<file path="config.mk">
export PLATFORM = sky130hd
export DESIGN_NAME = uart_tx_param
export DESIGN_NICKNAME = d
export VERILOG_FILES = /design/src/rtl/uart_tx_param.sv
export SDC_FILE = /design/constraint.sdc
export NUM_CORES = 1
export LEC_CHECK = 0
export ABC_CLOCK_PERIOD_IN_PS = 2400
export CAP_MARGIN = 20
export CELL_PAD_IN_SITES_DETAIL_PLACEMENT = 0
export CELL_PAD_IN_SITES_GLOBAL_PLACEMENT = 1
export CORE_UTILIZATION = 47
export CTS_BUF_LIST = sky130_fd_sc_hd__clkbuf_8
export CTS_CLUSTER_DIAMETER = 150
export DETAILED_ROUTE_END_ITERATION = 10
export PLACE_DENSITY_LB_ADDON = 0.1
export SLEW_MARGIN = 20
export SYNTH_ARGS = -nofsm -noshare
export SYNTH_HDL_FRONTEND = slang
export SYNTH_SLANG_ARGS = --single-unit
</file>
<file path="constraint.sdc">
create_clock -name clk -period 2.4 [get_ports clk]
set_clock_uncertainty 0.2 [all_clocks]
set_input_delay 0.24 -clock clk [delete_from_list [all_inputs] [get_ports clk]]
set_output_delay 0.24 -clock clk [all_outputs]
set_load 0.005 [all_outputs]
</file>
<file path="src/rtl/uart_tx_param.sv">
// Parametrised UART transmitter: valid/ready input, exact DIV-clock bit periods, 1-2 stop bits.
// Define UART_TX_PARITY_EN to compile in a parity bit (even, or odd with PARITY_ODD=1).
module uart_tx_param #(
  parameter int CLK_FREQ   = 50000000,
  parameter int BAUD       = 9600,
  parameter int DATA_BITS  = 8,
  parameter int STOP_BITS  = 1,
  parameter int PARITY_ODD = 0
) (
  input  logic                 clk,
  input  logic                 rst,
  input  logic [DATA_BITS-1:0] tx_data,
  input  logic                 tx_valid,
  output logic                 tx_ready,
  output logic                 tx,
  output logic                 busy,
  output logic                 done
);

  localparam int DIV = CLK_FREQ / BAUD;
  localparam int BW  = (DIV > 1) ? $clog2(DIV) : 1;
  localparam int CW  = $clog2(DATA_BITS) + 1;

  localparam logic [BW-1:0] BAUD_LAST = BW'(DIV - 1);
  localparam logic [CW-1:0] DATA_LAST = CW'(DATA_BITS - 1);
  localparam logic [CW-1:0] STOP_LAST = CW'(STOP_BITS - 1);

  if (DIV < 2) begin : g_div_chk
    $error("uart_tx_param: CLK_FREQ/BAUD must be at least 2");
  end
  if (DATA_BITS < 5 || DATA_BITS > 9) begin : g_data_chk
    $error("uart_tx_param: DATA_BITS must be 5..9");
  end
  if (STOP_BITS < 1 || STOP_BITS > 2) begin : g_stop_chk
    $error("uart_tx_param: STOP_BITS must be 1 or 2");
  end
  if (PARITY_ODD != 0 && PARITY_ODD != 1) begin : g_par_chk
    $error("uart_tx_param: PARITY_ODD must be 0 or 1");
  end

`ifdef UART_TX_PARITY_EN
  typedef enum logic [2:0] {S_IDLE, S_START, S_DATA, S_PARITY, S_STOP} state_t;
`else
  typedef enum logic [2:0] {S_IDLE, S_START, S_DATA, S_STOP} state_t;
`endif

  state_t                 state_q;
  logic                   tx_q;
  logic                   done_q;
  logic [DATA_BITS-1:0]   shift_q;
  logic [CW-1:0]          bit_q;
  logic [BW-1:0]          baud_q;
  logic [BW-1:0]          baud_d;
  logic                   bnd;
`ifdef UART_TX_PARITY_EN
  logic                   par_q;
`endif

  // The wrap of the baud counter is the only place a line bit may change.
  always_comb begin
    bnd    = (baud_q == BAUD_LAST);
    baud_d = bnd ? '0 : baud_q + BW'(1);
  end

  always_ff @(posedge clk or posedge rst) begin
    if (rst) begin
      state_q <= S_IDLE;
      tx_q    <= 1'b1;
      done_q  <= 1'b0;
      shift_q <= '0;
      bit_q   <= '0;
      baud_q  <= '0;
`ifdef UART_TX_PARITY_EN
      par_q   <= 1'b0;
`endif
    end else begin
      done_q <= 1'b0;
      if (state_q != S_IDLE) baud_q <= baud_d;
      case (state_q)
        S_IDLE: begin
          tx_q <= 1'b1;
          if (tx_valid) begin
            state_q <= S_START;
            tx_q    <= 1'b0;
            baud_q  <= '0;
            bit_q   <= '0;
            shift_q <= tx_data;
`ifdef UART_TX_PARITY_EN
            par_q   <= (^tx_data) ^ 1'(PARITY_ODD);
`endif
          end
        end
        S_START: begin
          if (bnd) begin
            state_q <= S_DATA;
            tx_q    <= shift_q[0];
          end
        end
        S_DATA: begin
          if (bnd) begin
            shift_q <= shift_q >> 1;
            if (bit_q == DATA_LAST) begin
              bit_q <= '0;
`ifdef UART_TX_PARITY_EN
              state_q <= S_PARITY;
              tx_q    <= par_q;
`else
              state_q <= S_STOP;
              tx_q    <= 1'b1;
`endif
            end else begin
              bit_q <= bit_q + CW'(1);
              tx_q  <= shift_q[1];
            end
          end
        end
`ifdef UART_TX_PARITY_EN
        S_PARITY: begin
          if (bnd) begin
            state_q <= S_STOP;
            tx_q    <= 1'b1;
          end
        end
`endif
        S_STOP: begin
          tx_q <= 1'b1;
          if (bnd) begin
            if (bit_q == STOP_LAST) begin
              state_q <= S_IDLE;
              bit_q   <= '0;
              done_q  <= 1'b1;
            end else begin
              bit_q <= bit_q + CW'(1);
            end
          end
        end
        default: begin
          state_q <= S_IDLE;
          tx_q    <= 1'b1;
        end
      endcase
    end
  end

  assign tx       = tx_q;
  assign done     = done_q;
  assign tx_ready = (state_q == S_IDLE);
  assign busy     = (state_q != S_IDLE);

endmodule

</file>
==> results of run 1 <==
==> power by group through the flow <==
stage	Sequential [mW]	Combinational, mW	Clock (mW)
floorplan	0.511	0.0268	0
global placement	0.512	0.0472	0
detailed placement	0.513	0.0492	0
CTS	0.504	0.0490	0.403
global route	0.505	0.0535	0.430
finish	0.504	0.0477	0.393
==> placed cells by master (no fill, tap or decap), types with 4 or more instances in the layout <==
cell type	synthesis	routed
dfrtp_1	28	28
o21ai_0	13	13
mux2_2	10	10
nor2_1	9	9
buf_4	0	8
clkdlybuf4s50_1	0	14
ha_1	8	8
nor3_1	5	5
inv_1	9	9
a31oi_1	9	9
clkbuf_8	0	5
nand2_1	15	15
mux2_4	8	8
a21oi_1	6	6
nand2b_1	4	4
nand3_1	7	7
==> final cells by class <==
cell class,count,area [sq um]
multi-input combinational,123,927
sequential,29,727
tap,46,57.6
clock inverter,3,17.5
clock buffer,5,68.8
fill,306,1380
inverter,9,33.8
timing repair buffer,22,200
==> routing by layer <==
metal,GRT usage,share of wire,vias to the layer above
met5,0,0,-
met4,0.0785,0.013,0
met3,0.0551,0.035,5
met2,0.341,0.46,24
met1,0.291,0.49,631
li1,-,-,655
==> sequential cells by signal, summed over array words and instances, names as in the netlist <==
register / cells
baud_q: 13
bit_q: 4
done: 1
shift_q: 8
state_q: 2
tx: 1
==> worst register-to-register path, stage by stage (launching register included) <==
cell and delay (ns):
dfrtp_1 0.40, ha_1 0.24, and4_1 0.28, nand3_2 0.13, a211o_1 0.51, mux2_4 0.36
==> worst min-delay path by stage <==
stage          startpoint         end  slack, ns  cells past startpoint
6_report              rst    bit_q[1]       0.13                      3
5_1_grt               rst  state_q[1]       0.20                      3
4_1_cts               rst  state_q[1]       0.14                      3
3_5_place_dp   shift_q[2]  shift_q[2]       0.30                      1
3_3_place_gp   shift_q[2]  shift_q[2]       0.29                      1
2_1_floorplan         rst   baud_q[0]       0.12                      1
==> cells by family (layout without fill, tap and decap cells) <==
kind of cell | after synthesis | after routing | share of synthesized area
XOR/XNOR | 1 | 1 | 0.00512
AO/OA/AOI/OAI | 40 | 40 | 0.148
adder cells (fa/ha/maj) | 8 | 8 | 0.0585
buffers and inverters | 14 | 39 | 0.0358
AND/OR/NAND/NOR | 55 | 55 | 0.186
multiplexers | 19 | 19 | 0.142
flip-flops | 29 | 29 | 0.425
==> through the flow <==
stage | util | std cells
final | 0.595 | 237
after global routing | 0.595 | 237
after CTS | 0.593 | 237
after detailed placement | 0.568 | 229
after global placement | 0.568 | 229
after floorplan | - | 166
==> what timing repair did <==
item | in CTS | in global routing
endpoints found under the setup margin | 0 | 1
resized for setup | 0 | 1
buffers inserted | 0 | 0
==> impl_metrics.ini, run 1 <==
[pwr]
comb_power_share = 0.050
design_power_total_mw = 0.945
power_density_mw_per_mm2 = 465
total_switching_power_mw = 0.216
cellInternalPower_mw = 0.728
power.ir.vdd_worst_mv = 0.367
clkPwrFrac = 0.416
p_leak_nw = 0.867
seq_power_share = 0.534
power.switching_fraction = 0.229

[cts]
postCtsHoldBufs = 0
cts_tree = built
clock_insertion_delay_worst_skew_ns = 0.28
cts_root_buf = clkbuf_8
clkTransAtPathRegs_ns = 0.07
cts-buffers-inserted = 5
clock_path_buffers = 2
ctsHtreeMaxLevel = 2
numClockSinks = 29

[critical_path]
worst_ep_arrival_ns = 2.21
r2r_setup_slack_ns = 0.16
type_of_origin_of_the_critical_path = flip-flop
critical_path_required_ns = 2.37
critical_path.slowest_cell = a211o_1
startpoint = baud_q[1]
reg2reg_depth = 5
timing.critical_path.max_delay_family = compound AO/OA/AOI/OAI gates
cp.buffers_inverters = 0
crit_chain = ha_1 -> and4_1 -> nand3_2 -> a211o_1 -> mux2_4
cp_slowest_stage_delay_ns = 0.51
critical_path.reg2reg.endpoint = shift_q[3]
cp.depth = 5
critical_path_class = reg -> reg
setup.worst_path.end = shift_q[3]
timing.rr.start = baud_q[1]
critical_path_peak_fanout = 8
worst_setup_path_end_kind = flip-flop

[drt]
drt-pass1-iter-count = 4
detail_route.vias_per_cell = 5.55
wl_per_cell_um = 15.3
drtAntennaViolNets = 0
drtIter0Drc = 63
routed-via-count = 1315
route.detailed.drc = 0
routed_wire_length_um = 3620

[sta]
rsz_0062_raised_after_global_routing = no
finalHoldWorstSlack_ns = 0.130
timing.final.max_slew_violations = 0
final-hold-violation-count = 0
fin_ws_ns = 0.157
fin_crit_sh = 0.935
achievable-frequency_ghz = 0.446
max_slew_margin = 0.645
setup_violations = 0
clock_period_minus_worst_slack_ns = 2.24
tns_ns = 0
worstMarginPinSlew_ns = 0.529

[floorplanning]
fp.dieW_um = 62.3
dieHeight_um = 62.3
die_area_sq_mm = 0.00388
design.portCount = 15
core_area_sq_mm = 0.00342
placementRows = 21
starting_density_of_the_core = 0.501

[synthesis]
synthDominantAreaCellType = dfrtp_1
synthDominantCellAreaShare = 0.410
syn-instance-count = 166
synth_edf_count = 0
synth.cell_area_sq_mm = 0.00171
cell_with_the_most_instances_after_synthesis = dfrtp_1
average_size_of_a_mapped_cell_sq_um = 10.3
ys.warnings.count = 0
seq_cells_post_synth = 29
postSynth.asyncResetShare = 1.00
synth.distinct_cells = 38
synth_top_flop_cell = dfrtp_1
top_post_synthesis_cells_by_count = dfrtp_1, nand2_1, o21ai_0
ys_seq_area_frac = 0.425
synth.net_count = 185
synth.top_cells.by_area = dfrtp_1, mux2_4, mux2_2, ha_1, o21ai_0

[placed_design]
port_buffers = 14
preCtsSetupSlack_ns = 0.0881
hpwlAfterDp_um = 2620
gp_congestion = 0.833
postPlaceCellArea_sq_mm = 0.00194

[finish]
design_area_sq_mm = 0.00203
area_growth_pct = 18.8
diodes = 0
layout-drive-gt1-share = 0.204
final_nets = 209

[outcome]
status = finished clean

[global_route]
grt_usage = 0.218
grt_max_degree = 30
antenna_violations_before_repair = 0
grt_overflow = 0
grt_pass1_vias = 1410
grt_pass1_wl_um = 6590

[run]
max_cap_violations = 0

[min_path]
min-delay-path-class = in -> async
Power figures use the tool's default switching activity.
==> inputs of run 2 (changes only) <==
Settings changed: ABC_CLOCK_PERIOD_IN_PS 2400 to 1950, CORE_UTILIZATION 47 to 42.
Clock period 2.4 ns to 1.95 ns, I/O delays scaled along.
==> impl_metrics.ini, run 2 (synthesis results as in run 1) <==
[floorplanning]
die_area_sq_mm = 0.00433
fp.dieW_um = 65.8
starting_density_of_the_core = 0.454
design.portCount = 15
dieHeight_um = 65.8
core_area_sq_mm = 0.00377
placementRows = 22

[drt]
drtIter0Drc = 125
routed_wire_length_um = 4330
detail_route.vias_per_cell = 5.38
route.detailed.drc = 0
wl_per_cell_um = 15.9
drt-pass1-iter-count = 4
routed-via-count = 1464
drtAntennaViolNets = 0

[finish]
area_growth_pct = 43.5
most_used_cells_in_the_layout_excluding_fill_and_tap_cells = buf_4, dfrtp_1, nand2_1, clkdlybuf4s50_1, o21ai_0
layout.cells.most_common = buf_4
multiInputGateArea_sq_mm = 0.00108
top_regs = baud_q: 13 flops, shift_q: 8 flops, bit_q: 4 flops
fin_cells = 272
n_fill_cell = 277
utilization = 0.651
diodes = 0
largest_register_ffs = 13
layout-drive-gt1-share = 0.406
area.sequential_sq_um = 727
final_nets = 242
largest_register = baud_q

[sta]
rsz_0062_raised_after_global_routing = yes
fin_crit_sh = 1.04
achievable-frequency_ghz = 0.493
max_slew_margin = 0.693
final-hold-violation-count = 0
timing.final.max_slew_violations = 0
clock_period_minus_worst_slack_ns = 2.03
worstMarginPinSlew_ns = 0.458
setup_violations = 4
fin_ws_ns = -0.0772

[run]
max_cap_violations = 0

[cts]
cts_tree = built
cts-buffers-inserted = 5
cts_root_buf = clkbuf_8
numClockSinks = 29
clock_path_buffers = 2
clock_insertion_delay_worst_skew_ns = 0.28
clkTransAtPathRegs_ns = 0.07
ctsHtreeMaxLevel = 2

[outcome]
status = finished, violations left
failed_checks = setup timing

[critical_path]
worst_setup_path_end_kind = flip-flop
critical_path_peak_fanout = 3
cp.buffers_inverters = 2
crit_chain = buf_6 -> buf_6 -> ha_4 -> or3_4 -> a211oi_4 -> mux2_4
timing.critical_path.max_delay_family = flip-flops
type_of_origin_of_the_critical_path = flip-flop
critical_path_required_ns = 1.92
critical_path.slowest_cell = dfrtp_1
worst_ep_arrival_ns = 1.99
cp_common_cell = buf_6
cp_slowest_stage_delay_ns = 0.39
critical_path_class = reg -> reg

[global_route]
antenna_violations_before_repair = 0
grt_pass1_wl_um = 7130
grt_usage = 0.225
grt_pass1_vias = 1512
grt_max_degree = 30
grt_overflow = 0

[placed_design]
port_buffers = 14
dp.cells = 257
hpwlAfterDp_um = 2990
gp_congestion = 0.848

[pwr]
power.ir.vdd_worst_mv = 0.386
p_leak_nw = 1.07
design_power_total_mw = 1.17
power_density_mw_per_mm2 = 475

[min_path]
min-delay-path-class = in -> async
[run 2: changes by cell type in the layout (fill, tap and decap cells not counted), moves of 3 or more]
cell | before | now
buf_6 | 0 | 5
ha_1 | 8 | 3
buf_4 | 8 | 36
ha_4 | 0 | 3
[run 2: repair_timing]
action	in CTS	in global routing
setup endpoints to repair	16	23
gates resized for setup	14	17
endpoints found under the hold margin	0	0
pin swaps	3	7
buffers inserted	2	6
hold buffers	0	0
[run 2: cell type report]
class	instances	share of cell area
sequential	29	0.296
tap	48	0.0245
clock buffer	5	0.0280
multi-input combinational	123	0.441
timing repair buffer	55	0.190
clock inverter	3	0.00714
inverter	9	0.0138
[run 2: per-stage QoR]
| step | hold slack, ns | TNS (ns) | worst slack [ns] | area, sq um |
|---|---|---|---|---|
| 3_5_place_dp | 0.290 | -1.26 | -0.133 | 2160 |
| 4_1_cts | 0.0887 | -0.321 | -0.141 | 2320 |
| 6_report | 0.0850 | -0.156 | -0.0772 | 2450 |
| 2_1_floorplan | 0.0724 | -0.475 | -0.0830 | 1750 |
| 3_3_place_gp | 0.292 | -0.765 | -0.0840 | 2160 |
| 5_1_grt | 0.124 | -0.713 | -0.127 | 2450 |
[run 2: final timing paths]
check / start / endpoint / cells past startpoint / slack, ns
max: state_q[1] / state_q[1] / 6 / -0.08
min: rst / baud_q[11] / 3 / 0.08
max reg2reg: state_q[1] / state_q[1] / 6 / -0.08
min reg2reg: shift_q[2] / shift_q[2] / 1 / 0.31
max in group asynchronous: rst / tx / 3 / 1.15
min in group clk: shift_q[2] / shift_q[2] / 1 / 0.31
[run 2: layer usage]
layer	track usage	up-vias	wire, um
li1	-	719	-
met1	0.272	723	1930
met2	0.379	20	2260
met3	0.0586	2	124
met4	0.0870	0	17
met5	0	-	0
[run 2: tightest hold or removal path: stages]
cell and delay (ns):
clkdlybuf4s50_1 0.39, inv_1 0.05, buf_4 0.34
[run 2: report_power, final]
group / internal (mW) / total, mW / switching, mW
clock network: 0.246 / 0.486 / 0.240
registers: 0.612 / 0.620 / 0.00821
logic: 0.0388 / 0.0608 / 0.0220
total: 0.897 / 1.17 / 0.270
